`config.mk`:
```
export PLATFORM = sky130hd
export DESIGN_NAME = flow_vote_packer
export DESIGN_NICKNAME = d
export VERILOG_FILES = /design/src/rtl/flow_vote_packer.sv
export SDC_FILE = /design/constraint.sdc
export NUM_CORES = 1
export LEC_CHECK = 0
export BUFFER_PORTS_ARGS = -buffer_cell sky130_fd_sc_hd__buf_2
export CAP_MARGIN = 25
export CORE_UTILIZATION = 55
export DETAILED_ROUTE_END_ITERATION = 7
export PLACE_DENSITY = 0.7
export SYNTH_ARGS = -nofsm -noshare
export SYNTH_HDL_FRONTEND = slang
export SYNTH_SLANG_ARGS = --single-unit
export TNS_END_PERCENT = 10
```
`constraint.sdc`:
```
create_clock -name i_clk -period 4.7 [get_ports i_clk]
set_input_delay 0.705 -clock i_clk [delete_from_list [all_inputs] [get_ports i_clk]]
set_output_delay 0.705 -clock i_clk [all_outputs]
set_load 0.05 [all_outputs]
```
`src/rtl/flow_vote_packer.sv`:
```
// Per-flow entropy voter: packs one verdict bit per flow into WORD_W-bit words, then drains them.
// Define FLOW_VOTE_SCORE_EN to expose the per-flow high-entropy count on o_score/o_score_valid.
module flow_vote_packer #(
    parameter int ENT_W   = 16,
    parameter int PKT_N   = 5,
    parameter int MARK_HI = 7,
    parameter int VOTE_TH = 3,
    parameter int WORD_W  = 64,
    parameter int DEPTH   = 4
) (
    input  logic              i_clk,
    input  logic              i_rst,
    input  logic [ENT_W-1:0]  i_pkt_entropy,
    input  logic              i_pkt_valid,
    input  logic [15:0]       i_flow_total,
    output logic [WORD_W-1:0] o_rd_data,
    output logic              o_rd_valid,
    input  logic              i_rd_ready,
    output logic              o_done,
    output logic              o_overflow,
    output logic [3:0]        o_score,
    output logic              o_score_valid
);

    localparam int BP_W = $clog2(WORD_W);
    localparam int AW   = (DEPTH > 1) ? $clog2(DEPTH) : 1;

    localparam logic [1:0] ST_COLLECT = 2'd0;
    localparam logic [1:0] ST_FLUSH   = 2'd1;
    localparam logic [1:0] ST_DRAIN   = 2'd2;
    localparam logic [1:0] ST_DONE    = 2'd3;

    localparam logic [BP_W-1:0] BIT_ZERO = BP_W'(0);
    localparam logic [BP_W-1:0] BIT_ONE  = BP_W'(1);
    localparam logic [BP_W-1:0] BIT_LAST = BP_W'(WORD_W - 1);
    localparam logic [AW:0]     PTR_ZERO = (AW + 1)'(0);
    localparam logic [AW:0]     PTR_ONE  = (AW + 1)'(1);
    localparam logic [AW:0]     PTR_FULL = (AW + 1)'(DEPTH);
    localparam logic [3:0]      PKT_LAST = 4'(PKT_N - 1);
    localparam logic [3:0]      MARK_C   = 4'(MARK_HI);
    localparam logic [4:0]      VOTE_C   = 5'(VOTE_TH);

    logic [1:0]        state_r;
    logic [3:0]        pkt_cnt_r;
    logic [3:0]        vote_cnt_r;
    logic [15:0]       flow_cnt_r;
    logic [BP_W-1:0]   bit_ptr_r;
    logic [WORD_W-1:0] word_buf_r;
    logic [AW:0]       wr_ptr_r;
    logic [AW:0]       rd_ptr_r;
    logic              pend_r;
    logic              verdict_r;
    logic              overflow_r;
    logic              done_r;
    logic              rd_valid_r;
    logic [WORD_W-1:0] rd_data_r;
    logic [WORD_W-1:0] mem_r [DEPTH];

    logic              hi_s;
    logic              goto_flush_s;
    logic              pkt_take_s;
    logic              last_pkt_s;
    logic [3:0]        vote_inc_s;
    logic              verdict_s;
    logic [15:0]       flow_next_s;
    logic              wrap_s;
    logic              flush_store_s;
    logic              store_req_s;
    logic              store_en_s;
    logic [WORD_W-1:0] word_with_bit_s;
    logic [WORD_W-1:0] store_data_s;
    logic              unused_entropy_s;

    assign unused_entropy_s = ^i_pkt_entropy;

    // Packet classification, flow-completion detection and word-store decisions.
    always_comb begin
        hi_s            = (i_pkt_entropy[ENT_W-1 -: 4] >= MARK_C);
        flow_next_s     = flow_cnt_r + 16'd1;
        // A pending verdict write counts toward the total in the cycle it lands.
        goto_flush_s    = (state_r == ST_COLLECT) && (i_flow_total != 16'd0) &&
                          (pend_r ? (flow_next_s == i_flow_total) : (flow_cnt_r == i_flow_total));
        pkt_take_s      = (state_r == ST_COLLECT) && i_pkt_valid && !goto_flush_s;
        last_pkt_s      = pkt_take_s && (pkt_cnt_r == PKT_LAST);
        vote_inc_s      = vote_cnt_r + {3'b000, hi_s};
        verdict_s       = ({1'b0, vote_inc_s} > VOTE_C);
        word_with_bit_s = word_buf_r;
        word_with_bit_s[bit_ptr_r] = verdict_r;
        wrap_s          = pend_r && (bit_ptr_r == BIT_LAST);
        flush_store_s   = (state_r == ST_FLUSH) && (bit_ptr_r != BIT_ZERO);
        store_req_s     = wrap_s || flush_store_s;
        store_en_s      = store_req_s && (wr_ptr_r != PTR_FULL);
        store_data_s    = wrap_s ? word_with_bit_s : word_buf_r;
    end

    // Result word storage; contents are only meaningful below wr_ptr.
    always_ff @(posedge i_clk) begin
        if (store_en_s) begin
            mem_r[wr_ptr_r[AW-1:0]] <= store_data_s;
        end
    end

    // Control FSM, counters, verdict packing and registered read port.
    always_ff @(posedge i_clk) begin
        if (i_rst) begin
            state_r    <= ST_COLLECT;
            pkt_cnt_r  <= 4'd0;
            vote_cnt_r <= 4'd0;
            flow_cnt_r <= 16'd0;
            bit_ptr_r  <= BIT_ZERO;
            word_buf_r <= {WORD_W{1'b0}};
            wr_ptr_r   <= PTR_ZERO;
            rd_ptr_r   <= PTR_ZERO;
            pend_r     <= 1'b0;
            verdict_r  <= 1'b0;
            overflow_r <= 1'b0;
            done_r     <= 1'b0;
            rd_valid_r <= 1'b0;
            rd_data_r  <= {WORD_W{1'b0}};
        end else begin
            done_r <= 1'b0;
            pend_r <= last_pkt_s;
            if (last_pkt_s) begin
                verdict_r <= verdict_s;
            end

            if (pkt_take_s) begin
                if (last_pkt_s) begin
                    pkt_cnt_r  <= 4'd0;
                    vote_cnt_r <= 4'd0;
                end else begin
                    pkt_cnt_r  <= pkt_cnt_r + 4'd1;
                    vote_cnt_r <= vote_inc_s;
                end
            end

            if (pend_r) begin
                flow_cnt_r <= flow_next_s;
                if (wrap_s) begin
                    bit_ptr_r  <= BIT_ZERO;
                    word_buf_r <= {WORD_W{1'b0}};
                end else begin
                    bit_ptr_r  <= bit_ptr_r + BIT_ONE;
                    word_buf_r <= word_with_bit_s;
                end
            end

            if (store_req_s) begin
                if (store_en_s) begin
                    wr_ptr_r <= wr_ptr_r + PTR_ONE;
                end else begin
                    overflow_r <= 1'b1;
                end
            end

            case (state_r)
                ST_COLLECT: begin
                    if (goto_flush_s) begin
                        state_r <= ST_FLUSH;
                    end
                end
                ST_FLUSH: begin
                    bit_ptr_r  <= BIT_ZERO;
                    word_buf_r <= {WORD_W{1'b0}};
                    state_r    <= ST_DRAIN;
                end
                ST_DRAIN: begin
                    // One-entry output register: refill only once the previous word has left.
                    if (rd_valid_r) begin
                        if (i_rd_ready) begin
                            rd_valid_r <= 1'b0;
                        end
                    end else if (rd_ptr_r != wr_ptr_r) begin
                        rd_data_r  <= mem_r[rd_ptr_r[AW-1:0]];
                        rd_valid_r <= 1'b1;
                        rd_ptr_r   <= rd_ptr_r + PTR_ONE;
                    end else begin
                        state_r <= ST_DONE;
                        done_r  <= 1'b1;
                    end
                end
                ST_DONE: begin
                    pkt_cnt_r  <= 4'd0;
                    vote_cnt_r <= 4'd0;
                    flow_cnt_r <= 16'd0;
                    bit_ptr_r  <= BIT_ZERO;
                    word_buf_r <= {WORD_W{1'b0}};
                    wr_ptr_r   <= PTR_ZERO;
                    rd_ptr_r   <= PTR_ZERO;
                    overflow_r <= 1'b0;
                    state_r    <= ST_COLLECT;
                end
                default: begin
                    state_r <= ST_COLLECT;
                end
            endcase
        end
    end

    assign o_rd_data  = rd_data_r;
    assign o_rd_valid = rd_valid_r;
    assign o_done     = done_r;
    assign o_overflow = overflow_r;

`ifdef FLOW_VOTE_SCORE_EN
    logic [3:0] score_r;
    logic       score_valid_r;

    // Debug score: final vote count, valid in the cycle its verdict bit is written.
    always_ff @(posedge i_clk) begin
        if (i_rst) begin
            score_r       <= 4'd0;
            score_valid_r <= 1'b0;
        end else begin
            score_valid_r <= last_pkt_s;
            if (last_pkt_s) begin
                score_r <= vote_inc_s;
            end
        end
    end

    assign o_score       = score_r;
    assign o_score_valid = score_valid_r;
`else
    assign o_score       = 4'd0;
    assign o_score_valid = 1'b0;
`endif

endmodule

```
After elaboration in Yosys (flattened, before gate mapping)
Memories as Yosys holds them, arrays and structs flattened. A register that Yosys moved wholly into a read port is not among the register bits.
Index checks and enable logic that the tools add are counted.
{ "totals": {"register_bits": 107, "latchBits": 0, "ramBits": 256, "rom_bits": 0, "in_bits": 36, "out_inout_bits": 72, "elab_cells": 85, "n_memories": 1} }
{ "memory_table": {"columns": ["memory", "depth", "width", "read_ports", "rd_clocked_by_memory_dff", "write_ports", "line", "rtl"], "rows": [
  ["mem_r", 4, 64, 1, 1, 1, "57", "logic [WORD_W-1:0] mem_r [DEPTH];"]
]} }
{ "classes": {"n_addsub": 6, "mul": 0, "div": 0, "n_lt_le_gt_ge": 4, "eq_ne": 13, "n_shift": 0, "muxes": 22, "bitwise_logic": 3, "n_reduce_logical": 23} }
{ "op_table": {"columns": ["op", "n"], "rows": [
  ["64-bit two-way mux", 2],
  ["64-bit bitwise mux", 1],
  ["16-bit equality test", 2],
  ["16-bit by 1-bit adder with 16-bit output, second input constant", 1],
  ["16-bit nonzero test", 1],
  ["1-bit logical AND", 9],
  ["3-bit AND reduction", 3],
  ["1-bit two-way mux", 8],
  ["4-bit two-way mux", 2],
  ["2-bit inequality test, second input constant", 4],
  ["2-bit case mux with 4 select lines", 1],
  ["6-bit by 7-bit < comparator with 1-bit output, second input constant", 1],
  ["3-bit by 1-bit adder with 3-bit output, second input constant", 2],
  ["6-bit by 1-bit adder with 6-bit output, second input constant", 1],
  ["1-bit demux with 6-bit select", 1],
  ["6-bit equality test, second input constant", 1],
  ["6-bit by 1-bit >= comparator with 1-bit output, second input constant", 1],
  ["2-bit two-way mux", 3],
  ["3-bit two-way mux", 2],
  ["6-bit two-way mux", 1],
  ["3-bit case mux with 2 select lines", 1],
  ["6-bit nonzero test", 1],
  ["3-bit OR reduction", 2],
  ["4-bit by 1-bit adder with 4-bit output", 1],
  ["15 further kinds", 19]
]} }

Depth between registers and ports, before layout
Gate-level depths: netlist of the first run.
{ "logic_depth": {"depth_word": 8, "mapped_depth": 11, "ltp_nobuf": 9} }

Worst setup path after synthesis of the first run
OpenSTA, ideal clock, no wires.
{ "synth_path": {"path_kind": "register to register", "startpoint": "reg bit_ptr_r[0]", "endpoint": "mem mem_r[3][0], enable pin", "setup_ns": 0.430, "arrival_ns": 3.145, "required_time_ns": 4.270, "slack_ns": 1.125, "path_stages_with_launch": 8, "path_buffers": 1, "synth_period_minus_slack_ns": 3.575, "cell_sequence": "dfxtp_1 clkbuf_1 clkinv_1 ha_1 nand2b_1 o21ai_0 a22oi_1 and2_1"} }
{ "synth_via": {"elab_chain_len": 6, "elab_cells_between_ends": 8, "cone_classes": "1 x eq/ne; 2 x mux; 5 x reduce/logical"} }
{ "synth_lines": {"columns": ["element", "line", "rtl"], "rows": [
  ["start, declared", "47", "logic [BP_W-1:0] bit_ptr_r;"],
  ["start signal, assigned", "143", "bit_ptr_r <= bit_ptr_r + BIT_ONE;"],
  ["6-bit equality test / 6-bit nonzero test (equally long branches)", "89, 90", null],
  ["1-bit logical AND, on equally long branches", "89, 90", null],
  ["1-bit logical OR *", "91", "store_req_s = wrap_s || flush_store_s;"],
  ["1-bit logical AND *", "92", "store_en_s = store_req_s && (wr_ptr_r != PTR_FULL);"],
  ["1-bit two-way mux *", "98", "if (store_en_s) begin"],
  ["1-bit two-way mux (not written as such) *", "99", "mem_r[wr_ptr_r[AW-1:0]] <= store_data_s;"],
  ["end, declared", "57", null]
]} }
Every way passes the cells marked *; elsewhere a longest branch is shown, timed or not.

Final worst setup path of the first run
{ "layout_path": {"startpoint": "reg bit_ptr_r[2]", "endpoint": "mem mem_r[2][61], enable pin"} }
Same word-level chain as after synthesis.

==> results of run 1 <==
flip-flops by register name, summed over array words and instances (netlist names), 2 cells and up:
| register | count |
|---|---|
| bit_ptr_r | 6 |
| flow_cnt_r | 16 |
| word_buf_r | 64 |
| vote_cnt_r | 4 |
| state_r | 2 |
| pkt_cnt_r | 4 |
| rd_ptr_r | 3 |
| wr_ptr_r | 3 |
| o_rd_data | 64 |
| mem_r | 256 |
cell type report:
class	instances	area (sq um)	area share, %
clock inverters	17	168.9	0.8770
flip-flops and latches	427	11120	57.72
multi-input cells	822	5603	29.09
inverters	14	52.55	0.2729
repair buffers	106	633.1	3.287
well taps	396	495.5	2.573
clock buffers	60	1190	6.178
layout by cell type, fill, tap and decap left out, drive strengths merged, types with 14 or more instances in the layout:
| cell type | netlist | routed |
|---|---|---|
| nand2 | 188 | 188 |
| a21oi | 80 | 80 |
| nand3 | 23 | 23 |
| edfxtp | 256 | 256 |
| dfxtp | 171 | 171 |
| nor2 | 149 | 149 |
| ha | 16 | 16 |
| a22oi | 65 | 65 |
| buf | 25 | 106 |
| mux4 | 64 | 64 |
| clkbuf | 130 | 60 |
| xnor2 | 22 | 22 |
| o21ai | 79 | 79 |
| nor4 | 14 | 14 |
how the worst min path moves through the flow:
stage                        from  cells after the start             to
floorplan           vote_cnt_r[0]                      2  vote_cnt_r[0]
global placement     o_rd_data[8]                      2   o_rd_data[8]
detailed placement  o_rd_data[24]                      2  o_rd_data[24]
CTS                 o_rd_data[24]                      2  o_rd_data[24]
global route         o_rd_data[1]                      2   o_rd_data[1]
finish              o_rd_data[29]                      2  o_rd_data[29]
critical path, delay by kind of cell, from the launching register on:
family,cells,cell delay [ns]
flip-flops,1,0.70
AND/OR/NAND/NOR,3,1.40
AO/OA/AOI/OAI,1,0.42
buffers and inverters,1,0.35
per-stage QoR:
step | area, sq um | worst slack (ns)
2_1_floorplan | 17370 | 1.125
3_3_place_gp | 17860 | 1.556
3_5_place_dp | 17860 | 1.479
4_1_cts | 19220 | 1.460
5_1_grt | 19260 | 1.230
6_report | 19260 | 1.468
logic make-up after synthesis:
family	after synthesis
muxes	71
DFF	427
and+or+nand+nor	446
adders and majority gates	16
other	1
xor gates and xnor gates	35
buffers and inverters	169
AOI/OAI and AO/OA	249
layer usage:
metal,vias up,wire length (um),track usage [%]
met4,0,624,5.759
met2,319,17460,37.58
li1,5082,-,-
met3,50,2007,3.059
met5,-,0,1.037
met1,5236,15530,30.37
report_power, final:
part | switching [mW] | leakage (nW) | total [mW] | internal, mW
sequential | 0.00831 | 3.75 | 3.94 | 3.93
clock | 1.36 | 0.663 | 3.29 | 1.93
combinational | 0.121 | 2.00 | 0.173 | 0.0521
==> run summary, run 1 <==
Critical-path cell list: nand3_1, or2_2, a22oi_1, and2_2, buf_12
Worst-margin pin slew: 1.010 ns
EDFF count, synth: 256
Hold WC Path Type: flip-flop to flip-flop
Initial Util: 56.28%
Placed instance count: 1763
DRC viols: 5
Main combinational cell family by area after synthesis: simple AND/OR/NAND/NOR gates
Hold_ws: 0.4487 ns
Gpl congestion: 0.8586
Max Cap Viol: 0
Avg Vias per Cell: 5.802
1st-pass router iterations: 8
IR drop worst, VDD: 0.3403 mV
Iteration-0 DRC Markers: 876
Synth cell types: 62
R2R Setup Slk: 1.47 ns
Cts hold-fix bufs: 0
Critical Path Fanout Max: 40
Adder-Cell Fraction of Synth Area: 1.154%
Post-synth top area share: 44.31%
First-pass GRT wire length: 56.48 mm
Share of layout cells above drive strength 1: 18.12%
CTS tree: yes
YS warnings: 0
Total CTS buffers: 42
Top post-synthesis cells by area: edfxtp_1 44%, dfxtp_1 20%, mux4_2 8.3%, nand2_1 4.1%, nor2_1 3.2%
Detailed-placement wirelength estimate: 20.78 mm
R2r endpoint: mem_r[2][61]
Chip height: 179.6 um
Mean Syn Cell Area: 12.27 sq um
Wire length per cell: 19.34 um
CP arrival: 3.43 ns
Area added between synthesis and finish: 11.00%
Syn Inst Count: 1414
Setup-failing EPs final: 0
Core Rows: 64
RR Startpoint: bit_ptr_r[2]
Compound-Gate Fraction of Synth Area: 8.791%
WL final: 35.62 mm
Vias in the first global route: 10363
Simple-Gate Fraction of Synth Area: 11.39%
Ant diodes: 0
PD cells: 384.3 nW/um^2
Total track usage: 22.22%
Final Hold Vio Count: 0
Non-Filler Instances: 1842
#FFs+latches synth: 427
CP Launch Type: flip-flop
CTS Sinks: 427
Post-CTS sizing: 0
Clock Latency Late Sink: 0.54 ns
Via count: 10687
Clock Tree Buf Depth: 3
Main flop type after synthesis: edfxtp_1
Cell Area, Synth: 17350 sq um
Post-route minimum period: 3.232 ns
Die area: 32260 sq um
Worst path max stage delay: 0.73 ns
Leakage power: 6.414 nW
Post-CTS Setup Bufs: 0
Multiplexer area fraction after synthesis: 8.726%
Synth top cells by count: 256 x edfxtp_1, 188 x nand2_1, 171 x dfxtp_1
Final core occ: 62.47%
Port Buf Inserts: 90
Depth of the most critical reg-to-reg path: 5
Tot Pwr: 7.402 mW
Gr ovfl total: 0
Filler cells: 2352
Horiz. Die Dim: 179.6 um
Clock Skew: 0.02191 ns
Async SR Flop Fraction: 0%
Endpoint class of the critical path: flip-flop
Layout net count: 1465
Routed Antenna Nets: 0
Root buffer cell: clkbuf_16
Slowest cell on the critical path: and2_2
Slew margin rel.: 32.31%
Crit share post-route: 68.76%
Htree depth: 2
Max Freq: 0.3094 GHz
Slew Limit Fails: 0
CP endpoint: mem_r[2][61]
Post-synth top area cell: edfxtp_1
Critical Path RT: 4.90 ns
Largest net degree at the start of global routing: 76
Worst-path clk slew: 0.06 ns
Most common cell in the netlist: edfxtp_1
Failing checks: design-rule violations
Sequential share of the synthesized area: 64.04%
Unrepaired setup endpoints after global routing: no
Post-Synth XOR/XNOR Area: 1.925%
CP startpoint: bit_ptr_r[2]
Post-route setup TNS: 0 ns
IO Count: 108
Initial antenna violation count: 0
Crit path kind: flip-flop to flip-flop
Status: finished with violations
Core Area: 30830 sq um
(Power assumes the default switching activity.)
==> inputs of run 2 (changes only) <==
ABC_AREA = 1   (was default)
PLACE_DENSITY = 0.73   (was 0.7)
clock period = 2.85 ns   (was 4.7 ns; I/O delays follow)
==> run summary, run 2 <==
Initial antenna violation count: 0 (unchanged)
Core Rows: 65 (was 64)
Final Hold Vio Count: 0 (unchanged)
Hold WC Path Type: input pin to flip-flop (was flip-flop to flip-flop)
Slowest cell on the critical path: dfxtp_1 (was and2_2)
Area added between synthesis and finish: 12.54% (was 11.00%)
Largest net degree at the start of global routing: 77 (was 76)
Ant diodes: 0 (unchanged)
Max Cap Viol: 0 (unchanged)
Async SR Flop Fraction: 0% (unchanged)
Core Area: 31720 sq um (was 30830 sq um)
Gpl congestion: 0.8409 (was 0.8586)
Post-CTS sizing: 0 (unchanged)
Gr ovfl total: 0 (unchanged)
CTS Sinks: 427 (unchanged)
Final Instance Area: 20100 sq um (was 19260 sq um)
Clock Skew: 0.02107 ns (was 0.02191 ns)
Post-synth top area cell: edfxtp_1 (unchanged)
Placed instance count: 2206 (was 1763)
#FFs+latches synth: 427 (unchanged)
Post-Place Cell Area: 18650 sq um (was 17860 sq um)
Post-synth top area share: 43.05% (was 44.31%)
Slew Limit Fails: 0 (unchanged)
Avg Vias per Cell: 5.678 (was 5.802)
Total CTS buffers: 43 (was 42)
Worst-path clk slew: 0.06 ns (about the same)
Non-Filler Instances: 2285 (was 1842)
Clock Tree Buf Depth: 3 (unchanged)
Post-CTS Setup Bufs: 0 (unchanged)
1st-pass router iterations: 5 (was 8)
CP arrival: 2.78 ns (was 3.43 ns)
Synth cell types: 43 (was 62)
Wire length per cell: 16.85 um (was 19.34 um)
Slew margin rel.: 38.17% (was 32.31%)
Die area: 33200 sq um (was 32260 sq um)
IR drop worst, VDD: 0.5124 mV (was 0.3403 mV)
EDFF count, synth: 256 (unchanged)
Max Freq: 0.3814 GHz (was 0.3094 GHz)
Top post-synthesis cells by area: edfxtp_1 43%, dfxtp_1 19%, nor2_1 8.2%, nand2_1 4.9%, a21oi_1 4.1% (was edfxtp_1 44%, dfxtp_1 20%, mux4_2 8.3%, nand2_1 4.1%, nor2_1 3.2%)
Critical Path RT: 3.01 ns (was 4.90 ns)
Status: complete, no violations (was finished with violations)
Most frequent cells in the layout: 382 x nor2_1, 256 x edfxtp_1, 235 x nand2_1 (was 256 x edfxtp_1, 188 x nand2_1, 168 x dfxtp_1)
IO Count: 108 (unchanged)
Endpoint class of the critical path: flip-flop (unchanged)
Setup-failing EPs final: 0 (unchanged)
Most common cell on crit path: nor2_4
Sequential share of the synthesized area: 62.22% (was 64.04%)
Post-route minimum period: 2.622 ns (was 3.232 ns)
Post-route setup TNS: 0 ns (unchanged)
Crit share post-route: 91.99% (was 68.76%)
WL final: 38.50 mm (was 35.62 mm)
Cell Area, Synth: 17860 sq um (was 17350 sq um)
Crit path kind: flip-flop to flip-flop (unchanged)
Vias in the first global route: 12223 (was 10363)
Htree depth: 2 (unchanged)
Layout net count: 1901 (was 1465)
Iteration-0 DRC Markers: 1074 (was 876)
Largest register FFs: 256 (unchanged)
Port Buf Inserts: 90 (unchanged)
Routed Antenna Nets: 0 (unchanged)
CTS tree: yes (unchanged)
First-pass GRT wire length: 62.14 mm (was 56.48 mm)
Root buffer cell: clkbuf_16 (unchanged)
Commonest non-fill, non-tap cell in the layout: nor2_1 (was edfxtp_1)
Worst path max stage delay: 0.49 ns (was 0.73 ns)
Most common cell in the netlist: nor2_1 (was edfxtp_1)
Leakage power: 7.407 nW (was 6.414 nW)
Tot Pwr: 12.67 mW (was 7.402 mW)
CP Launch Type: flip-flop (unchanged)
Main flop type after synthesis: edfxtp_1 (unchanged)
Share of layout cells above drive strength 1: 13.28% (was 18.12%)
Filler cells: 2499 (was 2352)
Clock Latency Late Sink: 0.53 ns (was 0.54 ns)
Cts hold-fix bufs: 0 (unchanged)
Detailed-placement wirelength estimate: 22.91 mm (was 20.78 mm)
Syn Inst Count: 1838 (was 1414)
DRC viols: 0 (was 5)
Unrepaired setup endpoints after global routing: no (unchanged)
Critical Path Fanout Max: 28 (was 40)
Synth top cells by count: 388 x nor2_1, 256 x edfxtp_1, 235 x nand2_1 (was 256 x edfxtp_1, 188 x nand2_1, 171 x dfxtp_1)
Mean Syn Cell Area: 9.716 sq um (was 12.27 sq um)
YS warnings: 0 (unchanged)
Initial Util: 56.30% (was 56.28%)
Worst-margin pin slew: 0.9261 ns (was 1.010 ns)
Total track usage: 23.42% (was 22.22%)
Horiz. Die Dim: 182.2 um (was 179.6 um)
PD cells: 630.2 nW/um^2 (was 384.3 nW/um^2)
Via count: 12975 (was 10687)
Critical-path cell list: ha_1, nand3_1, nor2_4, inv_1, nand2_1, o21ai_2, nor2_4, buf_4 (was nand3_1, or2_2, a22oi_1, and2_2, buf_12)
Hold_ws: 0.1683 ns (was 0.4487 ns)
Chip height: 182.2 um (was 179.6 um)
run 2: final timing paths:
path	from	end	slack [ns]	depth (start not counted)
max	bit_ptr_r[0]	mem_r[1][9]	0.23	8
min	i_rst	rd_ptr_r[0]	0.17	2
max reg2reg	bit_ptr_r[0]	mem_r[1][9]	0.23	8
min reg2reg	vote_cnt_r[0]	vote_cnt_r[0]	0.47	2
run 2: cell families (layout without fill, tap and decap cells):
| family | count (synthesis) | count (layout) | synth area share (%) |
|---|---|---|---|
| flops | 427 | 427 | 62.22 |
| compound gates | 417 | 417 | 13.68 |
| xor+xnor | 14 | 14 | 0.9318 |
| simple gates | 715 | 715 | 16.52 |
| buf+inv | 248 | 289 | 5.507 |
| other cells | 1 | 5 | 0.02100 |
| fa+ha+maj | 16 | 16 | 1.121 |
run 2: routing by layer:
metal / share of wire, % / GRT usage, % / vias to the layer above
met3: 5.4 / 3.313 / 57
li1: - / - / 6329
met4: 1.8 / 6.050 / 0
met1: 44 / 30.97 / 6225
met2: 49 / 40.57 / 364
met5: 0 / 0 / -
run 2: cell type report:
type / count / area [sq um] / area share (%)
Inverter: 71 / 267.8 / 1.332
Multi-Input combinational cell: 1167 / 5829 / 29.00
Clock buffer: 61 / 1206 / 6.001
Clock inverter: 18 / 242.7 / 1.208
Sequential cell: 427 / 11120 / 55.32
Tap cell: 402 / 503.0 / 2.503
Timing Repair Buffer: 139 / 930.9 / 4.632
run 2: through the flow:
stage / worst slack (ns) / utilization, %
after floorplan: -0.5559 / -
after global placement: 0.3612 / 58.80
after detailed placement: 0.2969 / 58.80
after CTS: 0.2326 / 63.36
after global routing: 0.06659 / 63.36
final: 0.2283 / 63.36
run 2: worst max-delay path, delay by kind of cell (launching register included):
| kind | cells | cell delay [ns] |
|---|---|---|
| AND/OR/NAND/NOR | 4 | 0.73 |
| buffers and inverters | 2 | 0.58 |
| flip-flops | 1 | 0.49 |
| adder cells (fa/ha/maj) | 1 | 0.22 |
| AO/OA/AOI/OAI | 1 | 0.18 |
run 2: power breakdown:
part,internal (mW),switching (mW)
Combinational,0.115,0.272
Clock,3.50,2.26
Sequential,6.50,0.0238
Total,10.1,2.56
==> inputs of run 3 (changes only) <==
REMOVE_ABC_BUFFERS = 1   (was default)
==> run summary, run 3 (synthesis gave the netlist of run 2 again) <==
Core Rows: 65 (unchanged)
Final core occ: 63.60% (was 63.36%)
IR drop worst, VDD: 0.6270 mV (was 0.5124 mV)
Detailed-placement wirelength estimate: 22.36 mm (was 22.91 mm)
Die area: 33200 sq um (unchanged)
Horiz. Die Dim: 182.2 um (unchanged)
Status: complete, no violations (unchanged)
Crit path kind: flip-flop to flip-flop (unchanged)
Leakage power: 7.452 nW (was 7.407 nW)
Vias in the first global route: 12304 (was 12223)
Max Freq: 0.3867 GHz (was 0.3814 GHz)
Crit share post-route: 90.74% (was 91.99%)
Tot Pwr: 12.97 mW (was 12.67 mW)
Ant diodes: 0 (unchanged)
Total track usage: 23.48% (was 23.42%)
Port Buf Inserts: 90 (unchanged)
Avg Vias per Cell: 5.707 (was 5.678)
Setup-failing EPs final: 0 (unchanged)
Root buffer cell: clkbuf_16 (unchanged)
Post-route minimum period: 2.586 ns (was 2.622 ns)
Clock Skew: 0.01550 ns (was 0.02107 ns)
Endpoint class of the critical path: flip-flop (unchanged)
Critical Path Fanout Max: 13 (was 28)
Slew margin rel.: 32.96% (was 38.17%)
DRC viols: 0 (unchanged)
Iteration-0 DRC Markers: 1116 (was 1074)
Wire length per cell: 16.71 um (was 16.85 um)
Core Area: 31720 sq um (unchanged)
Htree depth: 2 (unchanged)
Most frequent cells in the layout: 382 x nor2_1, 256 x edfxtp_1, 235 x nand2_1 (unchanged)
First-pass GRT wire length: 62.53 mm (was 62.14 mm)
Largest net degree at the start of global routing: 131 (was 77)
Via count: 13052 (was 12975)
IO Count: 108 (unchanged)
Hold WC Path Type: input pin to flip-flop (unchanged)
Cts hold-fix bufs: 0 (unchanged)
Chip height: 182.2 um (unchanged)
Critical Path RT: 3.06 ns (was 3.01 ns)
Clock Tree Buf Depth: 3 (unchanged)
HP Start: i_rst (unchanged)
WL final: 38.22 mm (was 38.50 mm)
CP Launch Type: flip-flop (unchanged)
RR Startpoint: bit_ptr_r[0] (unchanged)
Max Cap Viol: 0 (unchanged)
Gr ovfl total: 0 (unchanged)
Post-CTS Setup Bufs: 0 (unchanged)
1st-pass router iterations: 7 (was 5)
Area added between synthesis and finish: 12.96% (was 12.54%)
CTS tree: yes (unchanged)
CTS Sinks: 427 (unchanged)
Largest register FFs: 256 (unchanged)
CP arrival: 2.80 ns (was 2.78 ns)
Commonest non-fill, non-tap cell in the layout: nor2_1 (unchanged)
Post-CTS sizing: 0 (unchanged)
Clock Latency Late Sink: 0.54 ns (was 0.53 ns)
Initial antenna violation count: 0 (unchanged)
Share of layout cells above drive strength 1: 13.74% (was 13.28%)
Gpl congestion: 0.8593 (was 0.8409)
Total CTS buffers: 44 (was 43)
Unrepaired setup endpoints after global routing: no (unchanged)
Final Hold Vio Count: 0 (unchanged)
Slew Limit Fails: 0 (unchanged)
CP startpoint: bit_ptr_r[0] (unchanged)
Routed Antenna Nets: 0 (unchanged)
Layout net count: 1902 (was 1901)
PD cells: 642.9 nW/um^2 (was 630.2 nW/um^2)
Initial Util: 56.30% (unchanged)
Filler cells: 2505 (was 2499)
Worst-path clk slew: 0.06 ns (about the same)
Worst-margin pin slew: 1.004 ns (was 0.9261 ns)
==> run 3: cell types whose count changed in the layout (fill, tap and decap cells not counted), sizes merged <==
| cell | before | now |
|---|---|---|
| clkinv | 12 | 9 |
| inv | 70 | 71 |
| bufinv | 6 | 7 |
| clkbuf | 61 | 64 |
==> run 3: final cells by class <==
class	instances	area (sq um)	share of cell area [%]
Sequential cell	427	11120	55.11
Multi-Input combinational cell	1167	5829	28.90
Clock buffer	64	1276	6.326
Timing Repair Buffer	139	893.4	4.428
Tap cell	402	503.0	2.493
Clock inverter	17	285.3	1.414
Inverter	71	267.8	1.327
==> run 3: worst max-delay path: stages (launching register included) <==
cell and delay [ns]:
dfxtp_1 0.51, ha_1 0.24, nand3_1 0.18, nor2_4 0.16, inv_1 0.14, nand2_1 0.14
o21ai_2 0.18, nor2_4 0.39, buf_4 0.33
==> run 3: path summary, 6_finish.rpt <==
check | to | slack (ns) | cells past startpoint
worst min-delay path | rd_ptr_r[0] | 0.16 | 2
worst min register to register | vote_cnt_r[0] | 0.48 | 2
worst max register to register | mem_r[0][61] | 0.26 | 8
worst max-delay path | mem_r[0][61] | 0.26 | 8
==> run 3: stage by stage <==
step | cells | cell area, sq um | setup slack [ns] | hold slack (ns) | TNS (ns)
finish | 2287 | 20170 | 0.2640 | 0.1563 | 0
global route | 2287 | 20170 | 0.07923 | 0.1515 | 0
CTS | 2287 | 20170 | 0.2606 | 0.1401 | 0
detailed placement | 2206 | 18610 | 0.2936 | 0.4640 | 0
global placement | 2206 | 18610 | 0.3544 | 0.4588 | 0
floorplan | 1665 | 17160 | -3.025 | 0.4459 | -737.92
==> run 3: report_power, final <==
group | switching [mW] | internal (mW)
logic | 0.274 | 0.114
registers | 0.0229 | 6.50
clock network | 2.30 | 3.76
total | 2.60 | 10.4
==> run 3: metal layers <==
metal,vias to the layer above,GRT usage [%],share of wire (%)
met5,-,0,0
met3,51,3.353,6.1
met1,6236,30.66,43
li1,6332,-,-
met2,433,40.87,49
met4,0,6.521,1.9
